[config.mk]
export PLATFORM = sky130hd
export DESIGN_NAME = serial_adder
export DESIGN_NICKNAME = d
export VERILOG_FILES = /design/src/rtl/serial_adder_pkg.sv /design/src/rtl/full_adder_cell.sv /design/src/rtl/serial_adder.sv
export SDC_FILE = /design/constraint.sdc
export NUM_CORES = 1
export LEC_CHECK = 0
export BUFFER_PORTS_ARGS = -buffer_cell sky130_fd_sc_hd__buf_4
export CAP_MARGIN = 5
export CORE_MARGIN = 2
export CORE_UTILIZATION = 53
export CTS_BUF_LIST = sky130_fd_sc_hd__clkbuf_4 sky130_fd_sc_hd__clkbuf_8
export CTS_CLUSTER_DIAMETER = 50
export CTS_CLUSTER_SIZE = 16
export DETAILED_ROUTE_END_ITERATION = 7
export PLACE_DENSITY = 0.86
export REMOVE_ABC_BUFFERS = 1
export SLEW_MARGIN = 10
export SYNTH_ARGS = -nofsm -noshare
export SYNTH_HDL_FRONTEND = slang
export SYNTH_SLANG_ARGS = --single-unit
[constraint.sdc]
create_clock -name clk -period 3.72 [get_ports clk]
set_input_delay 0.744 -clock clk [delete_from_list [all_inputs] [get_ports clk]]
set_output_delay 0.744 -clock clk [all_outputs]
set_load 0.01 [all_outputs]
[src/rtl/serial_adder_pkg.sv]
// ============================================================================
//  Module      : serial_adder_pkg
//  Description : Shared types and helpers for the bit-serial adder.
//                state_t - controller states (IDLE, RUN, DONE)
//                cnt_w   - width of the bit counter for a given operand width
//  Revision    : 1.0 - initial release
// ============================================================================
`default_nettype none

package serial_adder_pkg;

   typedef enum logic [1:0] {
      IDLE = 2'd0,
      RUN  = 2'd1,
      DONE = 2'd2
   } state_t;

   // The counter must be able to hold 0..WIDTH, so one bit more than
   // the index range alone would need when WIDTH is a power of two.
   function automatic int cnt_w(input int width);
      return $clog2(width + 1);
   endfunction

endpackage

`default_nettype wire

[src/rtl/full_adder_cell.sv]
// ============================================================================
//  Module      : full_adder_cell
//  Description : Single-bit combinational full adder.
//  Ports       : x, y, c_in  - addend bits and carry-in
//                s           - sum bit
//                c_out       - carry-out (majority of the three inputs)
//  Revision    : 1.0 - initial release
// ============================================================================
`default_nettype none

module full_adder_cell (
   input  logic x,
   input  logic y,
   input  logic c_in,
   output logic s,
   output logic c_out
);

   assign s     = x ^ y ^ c_in;
   assign c_out = (x & y) | (x & c_in) | (y & c_in);

endmodule

`default_nettype wire

[src/rtl/serial_adder.sv]
// ============================================================================
//  Module      : serial_adder
//  Description : Bit-serial WIDTH-bit adder. One full-adder cell and a carry
//                register process one bit per cycle, LSB first. Results and
//                flags stay registered until the next operation completes.
//  Parameters  : WIDTH (>= 2) operand and sum width
//  Ports       : clk, rst      - clock, synchronous active-high reset
//                start         - request, sampled only when not busy
//                a, b, c_in    - operands and carry-in, captured on start
//                sub           - subtract select (only with SERIAL_SUB_EN)
//                busy          - high while bits are being processed
//                done          - one-cycle pulse, outputs just updated
//                sum, c_out    - registered result and carry-out
//                ovf           - registered two's complement overflow
//  Config      : `define SERIAL_SUB_EN adds the sub port (sum = a - b)
//  Revision    : 1.0 - initial release
// ============================================================================
`default_nettype none

module serial_adder
   import serial_adder_pkg::*;
#(
   parameter int WIDTH = 8
) (
   input  logic             clk,
   input  logic             rst,
   input  logic             start,
   input  logic [WIDTH-1:0] a,
   input  logic [WIDTH-1:0] b,
   input  logic             c_in,
`ifdef SERIAL_SUB_EN
   input  logic             sub,
`endif
   output logic             busy,
   output logic             done,
   output logic [WIDTH-1:0] sum,
   output logic             c_out,
   output logic             ovf
);

   localparam int CW = cnt_w(WIDTH);

   state_t           r_state;
   logic [WIDTH-1:0] r_a_sh;
   logic [WIDTH-1:0] r_b_sh;
   // Only WIDTH-1 partial bits need storing: the final bit comes straight
   // from the cell on the completing edge.
   logic [WIDTH-2:0] r_s_sh;
   logic             r_carry;
   logic [CW-1:0]    r_cnt;
   logic [WIDTH-1:0] r_sum;
   logic             r_c_out;
   logic             r_ovf;

   logic [WIDTH-1:0] w_b_load;
   logic             w_carry_load;
   logic             w_cell_s;
   logic             w_cell_c;
   logic [WIDTH-1:0] w_s_next;
   logic             w_last;

`ifdef SERIAL_SUB_EN
   // Subtraction as a + ~b + 1: invert B and force the initial carry.
   assign w_b_load     = sub ? ~b : b;
   assign w_carry_load = sub | c_in;
`else
   assign w_b_load     = b;
   assign w_carry_load = c_in;
`endif

   full_adder_cell u_cell (
      .x     (r_a_sh[0]),
      .y     (r_b_sh[0]),
      .c_in  (r_carry),
      .s     (w_cell_s),
      .c_out (w_cell_c)
   );

   assign w_s_next = {w_cell_s, r_s_sh};
   assign w_last   = (r_cnt == CW'(WIDTH - 1));

   always_ff @(posedge clk) begin
      if (rst) begin
         r_state <= IDLE;
         r_a_sh  <= '0;
         r_b_sh  <= '0;
         r_s_sh  <= '0;
         r_carry <= 1'b0;
         r_cnt   <= '0;
         r_sum   <= '0;
         r_c_out <= 1'b0;
         r_ovf   <= 1'b0;
      end else begin
         case (r_state)
            IDLE, DONE: begin
               if (start) begin
                  r_a_sh  <= a;
                  r_b_sh  <= w_b_load;
                  r_carry <= w_carry_load;
                  r_cnt   <= '0;
                  r_state <= RUN;
               end else begin
                  r_state <= IDLE;
               end
            end
            RUN: begin
               r_a_sh  <= r_a_sh >> 1;
               r_b_sh  <= r_b_sh >> 1;
               r_s_sh  <= w_s_next[WIDTH-1:1];
               r_carry <= w_cell_c;
               r_cnt   <= r_cnt + CW'(1);
               if (w_last) begin
                  // On the MSB cycle r_carry still holds the carry into the
                  // MSB, so overflow is that carry XOR the final carry-out.
                  r_sum   <= w_s_next;
                  r_c_out <= w_cell_c;
                  r_ovf   <= r_carry ^ w_cell_c;
                  r_state <= DONE;
               end
            end
            default: r_state <= IDLE;
         endcase
      end
   end

   assign busy  = (r_state == RUN);
   assign done  = (r_state == DONE);
   assign sum   = r_sum;
   assign c_out = r_c_out;
   assign ovf   = r_ovf;

endmodule

`default_nettype wire
==> key figures, run 1 <==
Floorplanning
  • Initial Util: roughly 54%
  • Core area: a little under 0.003 mm^2
  • Ports: 32
  • Total die area: between 0.003 and 0.004 mm^2
  • Chip Height: between 50 and 60 um
  • Die width: about 59 um
  • Row count: 20

CTS
  • Post-cts hold buffer count: 0
  • Total CTS buffers: 5
  • Total setup buffers inserted after CTS: 0
  • Clock latency on the worst-skew pair: 350 ps
  • Clk sink count: 40
  • Reg clk slew, reported paths: ~110 ps
  • CTS tree: yes
  • Clk buf depth: 2
  • CTS Root Cell: clkbuf_4
  • Max H-tree Level: 2
  • Cells resized by post-CTS repair: 0

Route
  • Final WL: about 3200 um
  • DRT antenna net count: 0
  • Drt first-iter violations: between 60 and 70
  • Wire per inst: around 13 um
  • WL met1: between 1500 and 2000 um
  • # DRC: 0
  • Via Count: about 1400
  • Met2 wire length: ~1500 um
  • Highest Signal Layer: met4
  • Routed met3 length: approximately 160 um
  • Vias/cell: 5.72
  • Router iterations before antenna repair: 4

Power
  • Leak Pwr: just over 0.7 nW
  • Switching power: between 0.00015 and 0.0002 W
  • Clk pwr share: between 30% and 40%
  • Power per cell area: about 440 mW/mm^2
  • Share of power burned in combinational logic: 10.7%
  • Power, Total: between 0.0008 and 0.0009 W
  • Worst vdd ir: between 0.2 and 0.3 mV
  • Seq pwr share: between 50% and 60%
  • Net Sw Frac: approximately a quarter
  • Power Internal: ~0.00063 W

Worst setup path
  • Kind of critical path: flip-flop to primary output
  • Max FO, Critical Path: 39
  • Worst EP arrival: 1690 ps
  • Worst setup EP type: primary output
  • CP startpoint kind: flip-flop
  • Max incr delay on CP: between 300 and 400 ps
  • Delay-heaviest family, CP: buffers and inverters
  • Ordered list of cells on the worst path: nand2b_1, buf_4, inv_1, buf_4, buf_4
  • Critical path required time: just under 3000 ps
  • Most used cell along the critical path: buf_4
  • Worst path buffer plus inverter count: 4
  • R2r setup slk: between 2000 and 2500 ps
  • Critical path's slowest cell: buf_4

Place
  • Dpl ws: ~1700 ps
  • Post-detail-place hpwl: 1970 um
  • Placed cells: between 200 and 250
  • # port buffers: 31
  • RePlAce Congestion: 0.716

Cells and area
  • Layout cell share with drive strength beyond 1: a little over a fifth
  • Layout Cells excl Fill: roughly 240
  • Final nets: 230
  • Area growth syn-to-layout: 16.8%
  • ANT cells: 0

STA
  • Min cycle time layout: ~2400 ps
  • Clock skew: between 10 and 15 ps
  • Worst slew pin tran: around 730 ps
  • Final Cycle Share: about two thirds
  • Hold Violations, Final: 0
  • Final setup vio count: 0
  • Slew HR: 51.7%
  • RSZ-0062 raised after global routing: false
  • Max Slew Vio Count: 0
  • Setup tns final: 0 ps
  • FMAX: 411 MHz
  • Final worst setup slack: between 1000 and 1500 ps

Run status
  • Status: finished, final reports clean

Global route
  • Global Route Usage Sum: approximately a fifth
  • Largest net degree at the start of global routing: between 40 and 50
  • Number of global-route vias before repair: around 1300
  • First-pass GRT wire length: between 5000 and 6000 um
  • GRT overflow: 0
  • Antenna violations before repair: 0

Synthesis
  • Post-synthesis cell count: between 150 and 200
  • Synth Cell Area: roughly 0.0016 mm^2
  • Synth Register Bits: 40
  • Top-area cell type share of the netlist area: roughly half
  • Synth warn: 0
  • Syn avg cell area: around 8.8 um^2
  • Library cells used by synthesis: 27
  • Dominant cell type by area after synthesis: dfxtp_1
  • Synth area leaders: dfxtp_1 (49%), a21oi_1 (12%), nand3_1 (8.6%)
  • Sequential element share of the synthesized area: about half

Run
  • MaxCap Viol Count: 0

Min path
  • Hold Path Class: flip-flop to flip-flop
==> layout by cell type, fill, tap and decap left out, types with 2 or more instances in the layout <==
| master | count |
|---|---|
| clkbuf_4 | 6 |
| o21ai_0 | 9 |
| nand2b_1 | 3 |
| a21oi_1 | 38 |
| nor2b_1 | 2 |
| buf_4 | 34 |
| dfxtp_1 | 40 |
| a22oi_1 | 15 |
| nand3_1 | 28 |
| nand2_1 | 17 |
| nor2_1 | 2 |
==> cell type report <==
type,count,area [um^2]
clock inverter,2,35.0
multi-input combinational,126,714
sequential,40,801
timing repair buffer,34,255
inverter,1,3.75
clock buffer,6,45.0
tap,33,41.3
fill,271,1080
==> flip-flops by register name, summed over array words and instances (netlist names) <==
signal,flops
r_carry,1
r_s_sh,7
r_a_sh,8
r_state,2
sum,8
c_out,1
r_b_sh,8
r_cnt,4
ovf,1
==> cell usage after synthesis <==
library cell,instances
a21oi_1,38
mux2_2,1
nand2_1,17
buf_1,1
and3b_1,1
ha_1,1
nor2_1,2
a311oi_1,1
nand4_1,1
nor3b_1,1
clkbuf_1,3
a22oi_1,15
nor3_1,1
nand2b_1,3
inv_1,1
buf_6,1
nand3b_1,1
mux2_4,1
buf_4,5
buf_2,8
xnor2_1,1
nor2b_1,2
o21ai_0,9
a211oi_2,1
dfxtp_1,40
nand3_1,28
fa_1,1
==> tightest hold or removal path, cell delays in order, from the launching register on <==
cell and delay [ps]:
dfxtp_1 330, nand2_1 50, a21oi_1 60
==> cells by family after synthesis <==
family                   share of synthesized area, %
AO/OA/AOI/OAI                                    22.7
AND/OR/NAND/NOR                                  17.1
flip-flops                                       49.3
XOR/XNOR                                        0.540
multiplexers                                     1.62
buffers and inverters                            6.63
adder cells (fa/ha/maj)                          2.00
==> power by group through the flow <==
stage | combinational (W) | sequential [W] | clock [W]
6_report | 0.0000888 | 0.000454 | 0.000286
5_1_grt | 0.0000991 | 0.000456 | 0.000316
4_1_cts | 0.0000891 | 0.000454 | 0.000295
3_5_place_dp | 0.0000890 | 0.000464 | 0
3_3_place_gp | 0.0000868 | 0.000463 | 0
2_1_floorplan | 0.0000489 | 0.000461 | 0
==> through the flow <==
step / util, % / area, um^2 / hold WS, ps
2_1_floorplan: - / 1520 / 431
3_3_place_gp: 61.0 / 1820 / 447
3_5_place_dp: 61.0 / 1820 / 460
4_1_cts: 63.7 / 1900 / 476
5_1_grt: 63.7 / 1900 / 498
6_report: 63.7 / 1900 / 473
==> metal layers <==
layer  vias to the layer above  GRT usage, %
met5                         -             0
met2                        35          36.6
li1                        705             -
met1                       639          24.2
met3                         6          6.55
met4                         0          8.77
==> final timing paths <==
check | from | to | cells past startpoint
min | r_s_sh[0]$_SDFFE_PP0P_ | r_s_sh[0]$_SDFFE_PP0P_ | 2
max reg2reg | r_state[1]$_SDFFE_PP0P_ | r_cnt[3]$_SDFFE_PP0P_ | 6
min reg2reg | r_s_sh[0]$_SDFFE_PP0P_ | r_s_sh[0]$_SDFFE_PP0P_ | 2
max | r_state[1]$_SDFFE_PP0P_ | busy | 5
Note: power is estimated with default switching activity, not from simulation.
==> inputs of run 2 (changes only) <==
CORE_UTILIZATION = 51   (was 53)
PLACE_DENSITY = 0.87   (was 0.86)
clock period = 2.2 ns   (was 3.72 ns; I/O delays follow)
==> run 2 against run 1 <==
- wire length grew 0.19%
- hold slack worse by 140 ps
- register-to-register slack worse by 1400 ps
- sequential cell count did not move
- critical endpoint unchanged
- clock power grew 44%
- power grew 61%
- clock skew down 4.3 ps
- largest power group unchanged
- sequential share of layout area shrank 0.17 points
==> key figures, run 2 (synthesis gave the netlist of run 1 again) <==
Cells and area
  • Register area: approximately 800 um^2
  • ANT cells: 0
  • Finished layout cell area: ~0.0019 mm^2
  • Area of the multi-input gates: 714 um^2
  • Layout cell share with drive strength beyond 1: between 20% and 30%
  • Commonest non-fill, non-tap cell in the layout: dfxtp_1
  • Fill count: 294
  • Area growth syn-to-layout: 17.3%
  • Most frequent cells in the layout: dfxtp_1 (40), a21oi_1 (38), buf_4 (35)
  • Final nets: roughly 230

CTS
  • Total setup buffers inserted after CTS: 0
  • Post-cts hold buffer count: 0
  • CTS tree: yes
  • Max H-tree Level: 2
  • Total CTS buffers: 5
  • Reg clk slew, reported paths: ~110 ps
  • CTS Root Cell: clkbuf_4
  • Clk sink count: 40
  • Cells resized by post-CTS repair: 0
  • Clk buf depth: 2
  • Clock latency on the worst-skew pair: 350 ps

Worst setup path
  • R2r setup slk: 650 ps
  • Critical path required time: around 1800 ps
  • Worst setup EP type: primary output
  • Worst EP arrival: approximately 1400 ps
  • Critical Path Source: r_state[1]$_SDFFE_PP0P_
  • Kind of critical path: flip-flop to primary output
  • CP startpoint kind: flip-flop
  • Worst R2R End: ovf$_SDFFE_PP0P_
  • Crit path to: busy
  • RR Startpoint: r_cnt[0]$_SDFFE_PP0P_
  • Worst r2r path cells: 4
  • Max FO, Critical Path: 11

Min path
  • Hold Path Class: input pin to flip-flop

Power
  • Leak Pwr: roughly 0.72 nW
  • Power per cell area: 699 mW/mm^2
  • Worst vdd ir: 0.395 mV

Floorplanning
  • Initial Util: between 50% and 60%
  • Chip Height: approximately 60 um
  • Row count: 20
  • Die width: 60.4 um
  • Total die area: roughly 0.0036 mm^2
  • Ports: 32
  • Core area: between 0.003 and 0.004 mm^2

STA
  • Setup tns final: 0 ps
  • Clock skew: roughly 6.5 ps
  • RSZ-0062 raised after global routing: false
  • Min cycle time layout: about 1800 ps
  • Worst slew pin tran: roughly 700 ps
  • Final Cycle Share: about 83%
  • Final setup vio count: 0
  • Hold Violations, Final: 0
  • FMAX: 548 MHz
  • Max Slew Vio Count: 0
  • Slew HR: 53.0%

Route
  • Final WL: roughly 3200 um
  • Wire per inst: about 13 um
  • Via Count: 1383
  • Vias/cell: ~5.4
  • Router iterations before antenna repair: 4
  • # DRC: 0
  • Drt first-iter violations: approximately 130
  • DRT antenna net count: 0

Global route
  • Number of global-route vias before repair: between 1000 and 1500
  • Antenna violations before repair: 0
  • Global Route Usage Sum: slightly above 20%
  • First-pass GRT wire length: 5490 um
  • GRT overflow: 0
  • Largest net degree at the start of global routing: 42

Place
  • Post-detail-place hpwl: just over 2000 um
  • # port buffers: 31
  • RePlAce Congestion: ~0.74
  • Area after DPL: roughly 0.0018 mm^2

Run
  • MaxCap Viol Count: 0

Run status
  • Status: finished, final reports clean
[run 2: worst min-delay path by stage]
stage,start,end,slack (ps),depth (start not counted)
floorplan,r_s_sh[0]$_SDFFE_PP0P_,r_s_sh[0]$_SDFFE_PP0P_,430,2
detailed placement,r_s_sh[0]$_SDFFE_PP0P_,r_s_sh[0]$_SDFFE_PP0P_,450,2
CTS,a[7],r_a_sh[7]$_SDFFE_PP0P_,320,3
finish,a[7],r_a_sh[7]$_SDFFE_PP0P_,330,3
global placement,r_s_sh[0]$_SDFFE_PP0P_,r_s_sh[0]$_SDFFE_PP0P_,440,2
global route,a[7],r_a_sh[7]$_SDFFE_PP0P_,310,3
[run 2: cell type report]
| class | instances | share of cell area (%) |
|---|---|---|
| clock buffer | 8 | 3.48 |
| inverter | 1 | 0.197 |
| multi-input combinational | 126 | 37.5 |
| sequential | 40 | 42.1 |
| tap | 44 | 2.89 |
| timing repair buffer | 35 | 13.8 |
[run 2: per-layer routing]
layer / up-vias / track usage [%] / wire (um)
met5: - / 0 / 0
met1: 632 / 24.6 / 1470
met4: 0 / 11.2 / 39
li1: 709 / - / -
met2: 37 / 33.5 / 1560
met3: 5 / 4.48 / 174
[run 2: power breakdown]
part           switching [W]  total [W]  internal, W
Clock               0.000228   0.000411     0.000182
Combinational      0.0000881   0.000151    0.0000633
Sequential         0.0000164   0.000767     0.000751
Total               0.000333    0.00133     0.000997
[run 2: critical path, cell delays in order (launching register included)]
cell and delay, ps:
dfxtp_1 320, nand2b_1 140, inv_1 210, buf_4 230, buf_4 130
[run 2: through the flow]
stage	instances	hold WS, ps	worst slack, ps	util [%]	power [W]
after global placement	246	444	769	60.7	0.000932
after global routing	254	314	259	62.9	0.00141
after CTS	254	316	360	62.9	0.00134
after detailed placement	246	451	641	60.7	0.000935
after floorplan	167	431	-178	-	0.000863
final	254	331	375	62.9	0.00133
